`src/rtl/cpu_alu_arb.sv`:
```
// cpu_alu_arb: shares one cpu_alu between two requesters through an IDLE/EXEC/RESP handshake FSM.
// Define ALU_ARB_RR_EN for round-robin arbitration; the default is fixed priority with requester 0 first.
module cpu_alu #(
    parameter int W = 10
) (
    input  logic [2:0]   op,
    input  logic         si,
    input  logic [W-1:0] a,
    input  logic [W-1:0] b,
    output logic [W-1:0] r,
    output logic         so
);
    logic unused_si;
    assign unused_si = si;
    // So is the carry/borrow for add/sub; every other op zero-extends.
    always_comb begin
        {so, r} = op == 3'b100 ? {1'b0, a} + {1'b0, b} :
                  op == 3'b101 ? {1'b0, a} - {1'b0, b} :
                  op == 3'b110 ? {1'b0, a & b} :
                  op == 3'b111 ? {1'b0, a | b} :
                  op == 3'b001 ? {{W{1'b0}}, a < b} :
                                 {1'b0, a};
    end
endmodule

module cpu_alu_arb #(
    parameter int REG_WID = 10
) (
    input  logic               clk,
    input  logic               rst,
    input  logic               req0_valid,
    output logic               req0_ready,
    input  logic [2:0]         req0_op,
    input  logic               req0_si,
    input  logic [REG_WID-1:0] req0_a,
    input  logic [REG_WID-1:0] req0_b,
    input  logic               req1_valid,
    output logic               req1_ready,
    input  logic [2:0]         req1_op,
    input  logic               req1_si,
    input  logic [REG_WID-1:0] req1_a,
    input  logic [REG_WID-1:0] req1_b,
    output logic               rsp_valid,
    input  logic               rsp_ready,
    output logic               rsp_id,
    output logic [REG_WID-1:0] rsp_r,
    output logic               rsp_so
);
    typedef enum logic [1:0] {IDLE, EXEC, RESP} state_t;
    state_t state, nxt;
    logic gnt0, gnt1, acc, id_q, si_q, alu_so;
    logic [2:0] op_q;
    logic [REG_WID-1:0] a_q, b_q, alu_r;

`ifdef ALU_ARB_RR_EN
    logic last;
    always_ff @(posedge clk) begin
        if (rst) last <= 1'b1;
        else if (acc) last <= gnt1;
    end
    assign gnt0 = req0_valid && (!req1_valid || last);
`else
    assign gnt0 = req0_valid;
`endif
    assign gnt1 = req1_valid && !gnt0;
    assign acc  = req0_ready || req1_ready;

    always_ff @(posedge clk) begin
        if (rst) state <= IDLE;
        else state <= nxt;
    end

    always_comb begin
        nxt = state == IDLE ? (acc ? EXEC : IDLE) :
              state == EXEC ? RESP :
              (rsp_ready ? IDLE : RESP);
    end

    always_comb begin
        req0_ready = !rst && state == IDLE && gnt0;
        req1_ready = !rst && state == IDLE && gnt1;
        rsp_valid  = state == RESP;
    end

    always_ff @(posedge clk) begin
        if (rst) begin
            op_q <= '0;
            si_q <= 1'b0;
            a_q  <= '0;
            b_q  <= '0;
            id_q <= 1'b0;
        end else if (acc) begin
            op_q <= req1_ready ? req1_op : req0_op;
            si_q <= req1_ready ? req1_si : req0_si;
            a_q  <= req1_ready ? req1_a : req0_a;
            b_q  <= req1_ready ? req1_b : req0_b;
            id_q <= req1_ready;
        end
    end

    cpu_alu #(.W(REG_WID)) u_alu (
        .op(op_q),
        .si(si_q),
        .a (a_q),
        .b (b_q),
        .r (alu_r),
        .so(alu_so)
    );

    always_ff @(posedge clk) begin
        if (rst) begin
            rsp_r  <= '0;
            rsp_so <= 1'b0;
            rsp_id <= 1'b0;
        end else if (state == EXEC) begin
            rsp_r  <= alu_r;
            rsp_so <= alu_so;
            rsp_id <= id_q;
        end
    end
endmodule
```
`config.mk`:
```
export PLATFORM = sky130hd
export DESIGN_NAME = cpu_alu_arb
export DESIGN_NICKNAME = d
export VERILOG_FILES = /design/src/rtl/cpu_alu_arb.sv
export SDC_FILE = /design/constraint.sdc
export NUM_CORES = 1
export LEC_CHECK = 0
export ABC_CLOCK_PERIOD_IN_PS = 2700
export CORE_MARGIN = 8
export CORE_UTILIZATION = 47
export DETAILED_ROUTE_END_ITERATION = 10
export GPL_TIMING_DRIVEN = 1
export PLACE_DENSITY_LB_ADDON = 0.1
export SYNTH_ARGS = -nofsm -noshare
export SYNTH_HDL_FRONTEND = slang
export SYNTH_HIERARCHICAL = 1
export SYNTH_SLANG_ARGS = --single-unit
```
`constraint.sdc`:
```
create_clock -name clk -period 2.7 [get_ports clk]
set_input_delay 0.27 -clock clk [delete_from_list [all_inputs] [get_ports clk]]
set_output_delay 0.27 -clock clk [all_outputs]
set_load 0.05 [all_outputs]
```
==> flow_summary.toml, run 1 <==
[timing]
finalMaxSlewViolations = 0
timing.fmax_mhz = 401
hold_violations = 0
rsz0062_at_grt = "true"
post-route-period-util_pct = 92.4
slew_headroom_pct = 48.8
setup_viol = 0
finClkSkew_ns = 0.00732
whs_ns = 0.454
worst-slew-pin-transition_ns = 0.766
timing.final.ws_setup_ns = 0.205
period_minus_slack_ns = 2.50

[detailed_routing]
dr_total_vias = 3098
drtIter0Drc = 263
viasPerCell = 5.76
avgRoutedWirePerCell_microns = 16.7
drt-total-wl_microns = 8990
firstDrtPassIters = 5
drc_errors = 0
antenna_left = 0

[power]
irDropWorstVdd_mv = 0.276
power_frac_comb_pct = 43.9
power.total_mw = 2.32
p_switching_mw = 0.868
swShare_pct = 37.4
power_frac_seq_pct = 30.0
p_int_mw = 1.45
p_clk_share_pct = 26.2
p_leak_nw = 1.59
p_per_area_nw_per_um2 = 578

[critical_path]
worstPathArrival_ns = 2.72
r2r_start = "a_q[0]$_SDFFE_PP0P_"
worstSetupEndpointType = "register"
rr_worst_depth = 11
cp_max_fo = 4
r2r_slack_ns = 0.20
critPathKind = "reg2reg"
worstSetupEndpoint = "rsp_r[6]$_SDFFE_PP0N_"
r2r_end = "rsp_r[6]$_SDFFE_PP0N_"
crit_path_start = "a_q[0]$_SDFFE_PP0P_"
start_kind = "register"
cp.required_ns = 2.92

[final_layout]
layout_commonest_cell = "clkdlybuf4s50_1"
drive_above_1_share_pct = 10.7
final_cell_mix = "63 x clkdlybuf4s50_1, 56 x inv_1, 41 x nand2_1"
final_cells = 538
area_delta_synth_final_pct = 26.6
fin_nets = 542
diodes = 0
fin_area_sq_um = 4020

[placement]
gp_congestion = 0.919
hpwl_microns = 7020
dp.cells = 530
dp_slack_ns = 0.198
dpl_cell_area_sq_um = 3860
port_buffers = 65

[hold_path]
hold_class = "reg2reg"

[yosys]
synth.net_count = 483
syn_area_sq_um = 3170
postSynthCellCount = 398
yosys_warnings = 6
syn_avg_cell_area_sq_um = 7.97

[clock_network]
cts_tree = "yes"
cts_max_level = 2
hold_buffers = 0
clkTransAtPathRegs_ns = 0.08
cts_sinks = 38
clk_path_buf_depth = 2
ctsRootBufferMaster = "clkbuf_8"
clock_latency_ns = 0.29
cts_buffers = 5

[floorplan]
core_area_sq_um = 6640
die_width_microns = 98.2
ios = 68
start_util_pct = 47.7
fp.dieH_microns = 98.2
row_count = 30
die_area_sq_um = 9630

[grt]
grt_first_pass_wirelength_microns = 15100
grt_pass1_vias = 3157
grt_max_degree = 38
antenna_found_initial = 0
grt_util_all_layers_pct = 18.7
overflow = 0

[run_status]
status = "completed"

[job]
cap_violations = 0
-- registers in the layout, summed over array words and instances (netlist names) --
register  count
b_q          10
rsp_so        1
op_q          3
rsp_id        1
a_q          10
state         2
id_q          1
rsp_r        10
-- cell type report --
cell class	instances	area [sq um]
flip-flops and latches	38	761
fillers	658	2630
clock buffers	6	82.6
repair buffers	77	761
multi-input cells	279	2040
well taps	80	100
clock inverters	2	60.1
inverters	56	210
-- worst max-delay path, stage by stage (launching register included) --
cell and delay [ns]:
dfxtp_1 0.38, inv_1 0.08, ha_1 0.23, fa_1 0.45
nor2_1 0.12, o221ai_1 0.19, a21oi_1 0.25, o32a_1 0.17
a22oi_1 0.09, a211oi_1 0.21, nand2_1 0.08, a21oi_1 0.16
-- per-layer routing --
metal  wire (microns)  track usage, %  vias to the layer above
met5                0               0                        -
met4              111            5.55                        0
met3              468            4.27                        9
met2             4030            30.3                       94
met1             4380            24.0                     1440
li1                 -               -                     1555
-- power groups by stage --
stage          sequential [mW]  clock [mW]  combinational, mW
6_report                 0.695       0.607               1.02
5_1_grt                  0.706       0.637               1.11
4_1_cts                  0.696       0.615              0.998
3_5_place_dp             0.709           0              0.992
3_3_place_gp             0.706           0              0.974
2_1_floorplan            0.736           0              0.687
-- metrics by stage --
stage	util, %	setup TNS, ns
5_1_grt	60.4	-0.0252
3_5_place_dp	58.1	0
2_1_floorplan	-	0
3_3_place_gp	58.1	0
6_report	60.4	0
4_1_cts	60.3	0
-- worst min-delay path by stage --
stage               slack, ns             startpoint  cells past startpoint                     to
detailed placement       0.45  rsp_r[4]$_SDFFE_PP0N_                      2  rsp_r[4]$_SDFFE_PP0N_
global route             0.47  rsp_r[5]$_SDFFE_PP0N_                      2  rsp_r[5]$_SDFFE_PP0N_
floorplan                0.37              rsp_ready                      1    state[1]$_SDFF_PP0_
CTS                      0.46  rsp_r[4]$_SDFFE_PP0N_                      2  rsp_r[4]$_SDFFE_PP0N_
finish                   0.45  rsp_r[3]$_SDFFE_PP0N_                      2  rsp_r[3]$_SDFFE_PP0N_
global placement         0.44  rsp_r[4]$_SDFFE_PP0N_                      2  rsp_r[4]$_SDFFE_PP0N_
-- what timing repair did --
item                       4_1_cts  5_1_grt
gates resized for setup          0        2
setup endpoints to repair        0        3
buffers inserted                 0        0
(Power assumes the default switching activity.)
==> run 2: changes to the inputs <==
- CORE_UTILIZATION: 47 -> 45
- HOLD_SLACK_MARGIN: unset -> 0.08
==> flow_summary.toml, run 2 (synthesis results as in run 1) <==
[detailed_routing]
antenna_left = 0
drtIter0Drc = 167
drc_errors = 0
dr_total_vias = 3132
firstDrtPassIters = 4
drt-total-wl_microns = 8740
viasPerCell = 5.62
avgRoutedWirePerCell_microns = 15.7

[clock_network]
ctsRootBufferMaster = "clkbuf_8"
clk_path_buf_depth = 2
clkTransAtPathRegs_ns = 0.08
cts_max_level = 2
cts_tree = "yes"
hold_buffers = 0
clock_latency_ns = 0.29
cts_sinks = 38
cts_buffers = 5

[timing]
timing.fmax_mhz = 396
rsz0062_at_grt = "false"
hold_violations = 0
post-route-period-util_pct = 93.5
setup_viol = 0
worst-slew-pin-transition_ns = 0.728
slew_headroom_pct = 51.4
timing.setup.tns_ns = 0
finalMaxSlewViolations = 0
period_minus_slack_ns = 2.52
finClkSkew_ns = 0.00495

[floorplan]
die_width_microns = 100
ios = 68
die_area_sq_um = 9990
row_count = 30
fp.dieH_microns = 100
start_util_pct = 46.7
core_area_sq_um = 6790

[critical_path]
max_stage_delay_ns = 0.39
crit_chain = "inv_1, ha_1, fa_2, nor2_1, o221ai_2, a211oi_2, nor2_1, a22o_1, a211oi_2, nand2_1, a21oi_1"
r2r_start = "a_q[0]$_SDFFE_PP0P_"
r2r_slack_ns = 0.18
r2r_end = "rsp_r[8]$_SDFFE_PP0N_"
slowest_stage = "fa_2"
critPathKind = "reg2reg"
start_kind = "register"
rr_worst_depth = 11
worstSetupEndpointType = "register"
worstPathArrival_ns = 2.75
cp.required_ns = 2.92
cp_max_fo = 4

[power]
p_leak_nw = 1.58
power.total_mw = 2.14
irDropWorstVdd_mv = 0.332
p_per_area_nw_per_um2 = 532

[hold_path]
hold_class = "reg2reg"
holdPathStages = 2
min_to = "rsp_r[5]$_SDFFE_PP0N_"
min-delay-start = "rsp_r[5]$_SDFFE_PP0N_"

[final_layout]
diodes = 0
drive_above_1_share_pct = 11.5
top_regs = "a_q (10), b_q (10), rsp_r (10)"
area_delta_synth_final_pct = 26.5
final_cell_mix = "63 x clkdlybuf4s50_1, 56 x inv_1, 41 x nand2_1"
layout_commonest_cell = "clkdlybuf4s50_1"
fin_nets = 545

[run_status]
status = "completed"

[placement]
gp_congestion = 0.936
hpwl_microns = 6850
port_buffers = 65

[grt]
grt_pass1_vias = 3084
grt_max_degree = 38
antenna_found_initial = 0
grt_first_pass_wirelength_microns = 14900
overflow = 0
grt_util_all_layers_pct = 18.0

[job]
cap_violations = 0
run 2: worst max-delay path: cells and delay by family (launching register included):
family | cells | cell delay [ns]
AOI/OAI and AO/OA | 5 | 1.02
adders and majority gates | 2 | 0.64
DFF | 1 | 0.38
and+or+nand+nor | 3 | 0.35
buffers and inverters | 1 | 0.09
run 2: worst max-delay path by stage:
stage / to / start / cells past startpoint
2_1_floorplan: rsp_r[8]$_SDFFE_PP0N_ / a_q[0]$_SDFFE_PP0P_ / 10
5_1_grt: rsp_r[0]$_SDFFE_PP0N_ / a_q[4]$_SDFFE_PP0P_ / 10
6_report: rsp_r[8]$_SDFFE_PP0N_ / a_q[0]$_SDFFE_PP0P_ / 11
4_1_cts: rsp_r[8]$_SDFFE_PP0N_ / a_q[0]$_SDFFE_PP0P_ / 11
3_5_place_dp: rsp_r[8]$_SDFFE_PP0N_ / a_q[0]$_SDFFE_PP0P_ / 11
3_3_place_gp: rsp_r[8]$_SDFFE_PP0N_ / a_q[0]$_SDFFE_PP0P_ / 11
run 2: layout make-up:
class	count	area, sq um
Inverter	56	210
Sequential cell	38	761
Clock inverter	1	5.00
Fill cell	632	2780
Clock buffer	7	86.3
Timing Repair Buffer	80	783
Multi-Input combinational cell	279	2050
Tap cell	96	120
run 2: repair_timing:
| action | in CTS | in global routing |
|---|---|---|
| endpoints found under the setup margin | 0 | 2 |
| endpoints found under the hold margin | 0 | 0 |
| setup buffers | 0 | 0 |
| resized for setup | 0 | 4 |
run 2: power by group:
group	internal, mW	total [mW]	switching [mW]
registers	0.624	0.689	0.0643
clock network	0.206	0.412	0.206
logic	0.443	1.03	0.591
total	1.27	2.14	0.862
run 2: metal layers:
layer / vias to the layer above / part of all wire [%] / wire length, microns / global-route usage, %
li1: 1558 / - / - / -
met1: 1440 / 48 / 4190 / 23.9
met2: 113 / 44 / 3840 / 28.1
met3: 21 / 5.5 / 484 / 3.25
met4: 0 / 2.6 / 223 / 6.75
met5: - / 0 / 0 / 0
run 2: stage by stage:
step                instances  instance area, sq um  utilization, %  hold WS [ns]  worst slack, ns
finish                    557                  4010            59.1         0.453            0.175
global route              557                  4010            59.1         0.475           0.0210
CTS                       557                  4000            58.8         0.457           0.0989
detailed placement        549                  3900            57.5         0.446            0.122
global placement          549                  3900            57.5         0.443            0.203
floorplan                 398                  3170               -         0.373            0.466
==> run 3: changes to the inputs <==
--- a/constraint.sdc
+++ b/constraint.sdc
@@ -3,2 +3,2 @@
 set_output_delay 0.27 -clock clk [all_outputs]
-set_load 0.05 [all_outputs]
+set_load 0.02 [all_outputs]
==> flow_summary.toml, run 3 (synthesis results as in run 1) <==
[critical_path]
crit_path_start = "a_q[1]$_SDFFE_PP0P_"
cp_max_fo = 4
slowest_stage = "ha_1"
crit_top_cell = "o21bai_1"
critPathKind = "reg2reg"
max_stage_delay_ns = 0.35
cpLargestDelayFamily = "compound AO/OA/AOI/OAI gates"
crit_chain = "inv_1, ha_1, o21bai_1, o2111ai_1, a211oi_1, o21bai_1, nor3b_1, o32ai_2, nand2_1, a21oi_1"
worstSetupEndpointType = "register"
worstPathArrival_ns = 2.74
worst-path-buf-inv = 1
start_kind = "register"
cp.required_ns = 2.93
r2r_start = "a_q[1]$_SDFFE_PP0P_"

[clock_network]
clkTransAtPathRegs_ns = 0.08
cts_buffers = 5
clk_path_buf_depth = 2
ctsRootBufferMaster = "clkbuf_8"
cts_tree = "yes"
cts_max_level = 2
clock_latency_ns = 0.30
cts_sinks = 38

[placement]
dp.cells = 549
gp_congestion = 0.948
port_buffers = 65
hpwl_microns = 6870

[floorplan]
ios = 68
die_width_microns = 100
start_util_pct = 46.7
fp.dieH_microns = 100
row_count = 30
core_area_sq_um = 6790
die_area_sq_um = 9990

[detailed_routing]
firstDrtPassIters = 4
antenna_left = 0
viasPerCell = 5.49
drt-total-wl_microns = 8600
dr_total_vias = 3056
drc_errors = 0
drtIter0Drc = 172
avgRoutedWirePerCell_microns = 15.4

[timing]
worst-slew-pin-transition_ns = 0.735
finClkSkew_ns = 0.00769
post-route-period-util_pct = 93.0
finalMaxSlewViolations = 0
period_minus_slack_ns = 2.51
rsz0062_at_grt = "false"
hold_violations = 0
timing.fmax_mhz = 398
slew_headroom_pct = 50.9
timing.setup.tns_ns = 0
setup_viol = 0

[final_layout]
final_cell_mix = "65 x clkdlybuf4s50_1, 56 x inv_1, 41 x nand2_1"
multi_input_area_sq_um = 2040
diodes = 0
area_delta_synth_final_pct = 25.9
fin_nets = 545
top_regs = "a_q (10), b_q (10), rsp_r (10)"
final_cells = 557
drive_above_1_share_pct = 11.1
fill_cells = 678
layout_commonest_cell = "clkdlybuf4s50_1"
register_area_sq_um = 761

[power]
p_leak_nw = 1.56
irDropWorstVdd_mv = 0.305
p_per_area_nw_per_um2 = 525

[job]
cap_violations = 0

[grt]
antenna_found_initial = 0
grt_util_all_layers_pct = 17.8
grt_first_pass_wirelength_microns = 14700
grt_max_degree = 38
grt_pass1_vias = 3064
overflow = 0

[run_status]
status = "completed"

[hold_path]
hold_class = "reg2reg"
min-delay-start = "rsp_r[4]$_SDFFE_PP0N_"
[run 3: through the flow]
stage | worst slack [ns] | area (sq um) | power [mW] | hold slack, ns | utilization, %
floorplan | 0.466 | 3170 | 1.38 | 0.373 | -
CTS | 0.151 | 3980 | 2.09 | 0.460 | 58.6
global placement | 0.209 | 3880 | 1.64 | 0.443 | 57.2
detailed placement | 0.179 | 3880 | 1.66 | 0.450 | 57.2
finish | 0.189 | 3990 | 2.10 | 0.454 | 58.8
global route | 0.0666 | 3990 | 2.24 | 0.479 | 58.8
[run 3: worst paths after layout]
check / slack [ns] / endpoint / cells after the start
setup / recovery: 0.19 / rsp_r[9]$_SDFFE_PP0N_ / 10
hold / removal: 0.45 / rsp_r[4]$_SDFFE_PP0N_ / 2
setup reg to reg: 0.19 / rsp_r[9]$_SDFFE_PP0N_ / 10
hold reg to reg: 0.45 / rsp_r[4]$_SDFFE_PP0N_ / 2
[run 3: layout make-up]
| type | instances | area share [%] |
|---|---|---|
| clock buffer | 6 | 2.07 |
| clock inverter | 2 | 0.407 |
| inverter | 56 | 5.26 |
| multi-input combinational | 279 | 51.1 |
| sequential | 38 | 19.1 |
| tap | 96 | 3.01 |
| timing repair buffer | 80 | 19.1 |
[run 3: worst reg2reg max path, stage by stage, from the launching register on]
cell       delay (ns)
dfxtp_1          0.34
inv_1            0.10
ha_1             0.35
o21bai_1         0.24
o2111ai_1        0.23
a211oi_1         0.35
o21bai_1         0.16
nor3b_1          0.18
o32ai_2          0.29
nand2_1          0.08
a21oi_1          0.14
[run 3: timing repair]
| item | CTS | global route |
|---|---|---|
| buffers inserted | 0 | 0 |
| resized for setup | 0 | 3 |
| endpoints found under the setup margin | 0 | 2 |
| hold buffers | 0 | 0 |
[run 3: metal layers]
| metal | vias up | GRT usage, % | part of all wire [%] |
|---|---|---|---|
| met3 | 9 | 3.39 | 5.2 |
| met4 | 0 | 5.12 | 1.2 |
| met1 | 1409 | 23.6 | 48 |
| met2 | 88 | 28.4 | 46 |
| met5 | - | 0 | 0 |
| li1 | 1550 | - | - |
[run 3: power by group]
| part | total (mW) | switching [mW] | internal [mW] |
|---|---|---|---|
| combinational | 0.975 | 0.536 | 0.439 |
| sequential | 0.691 | 0.0664 | 0.624 |
| clock | 0.432 | 0.221 | 0.210 |
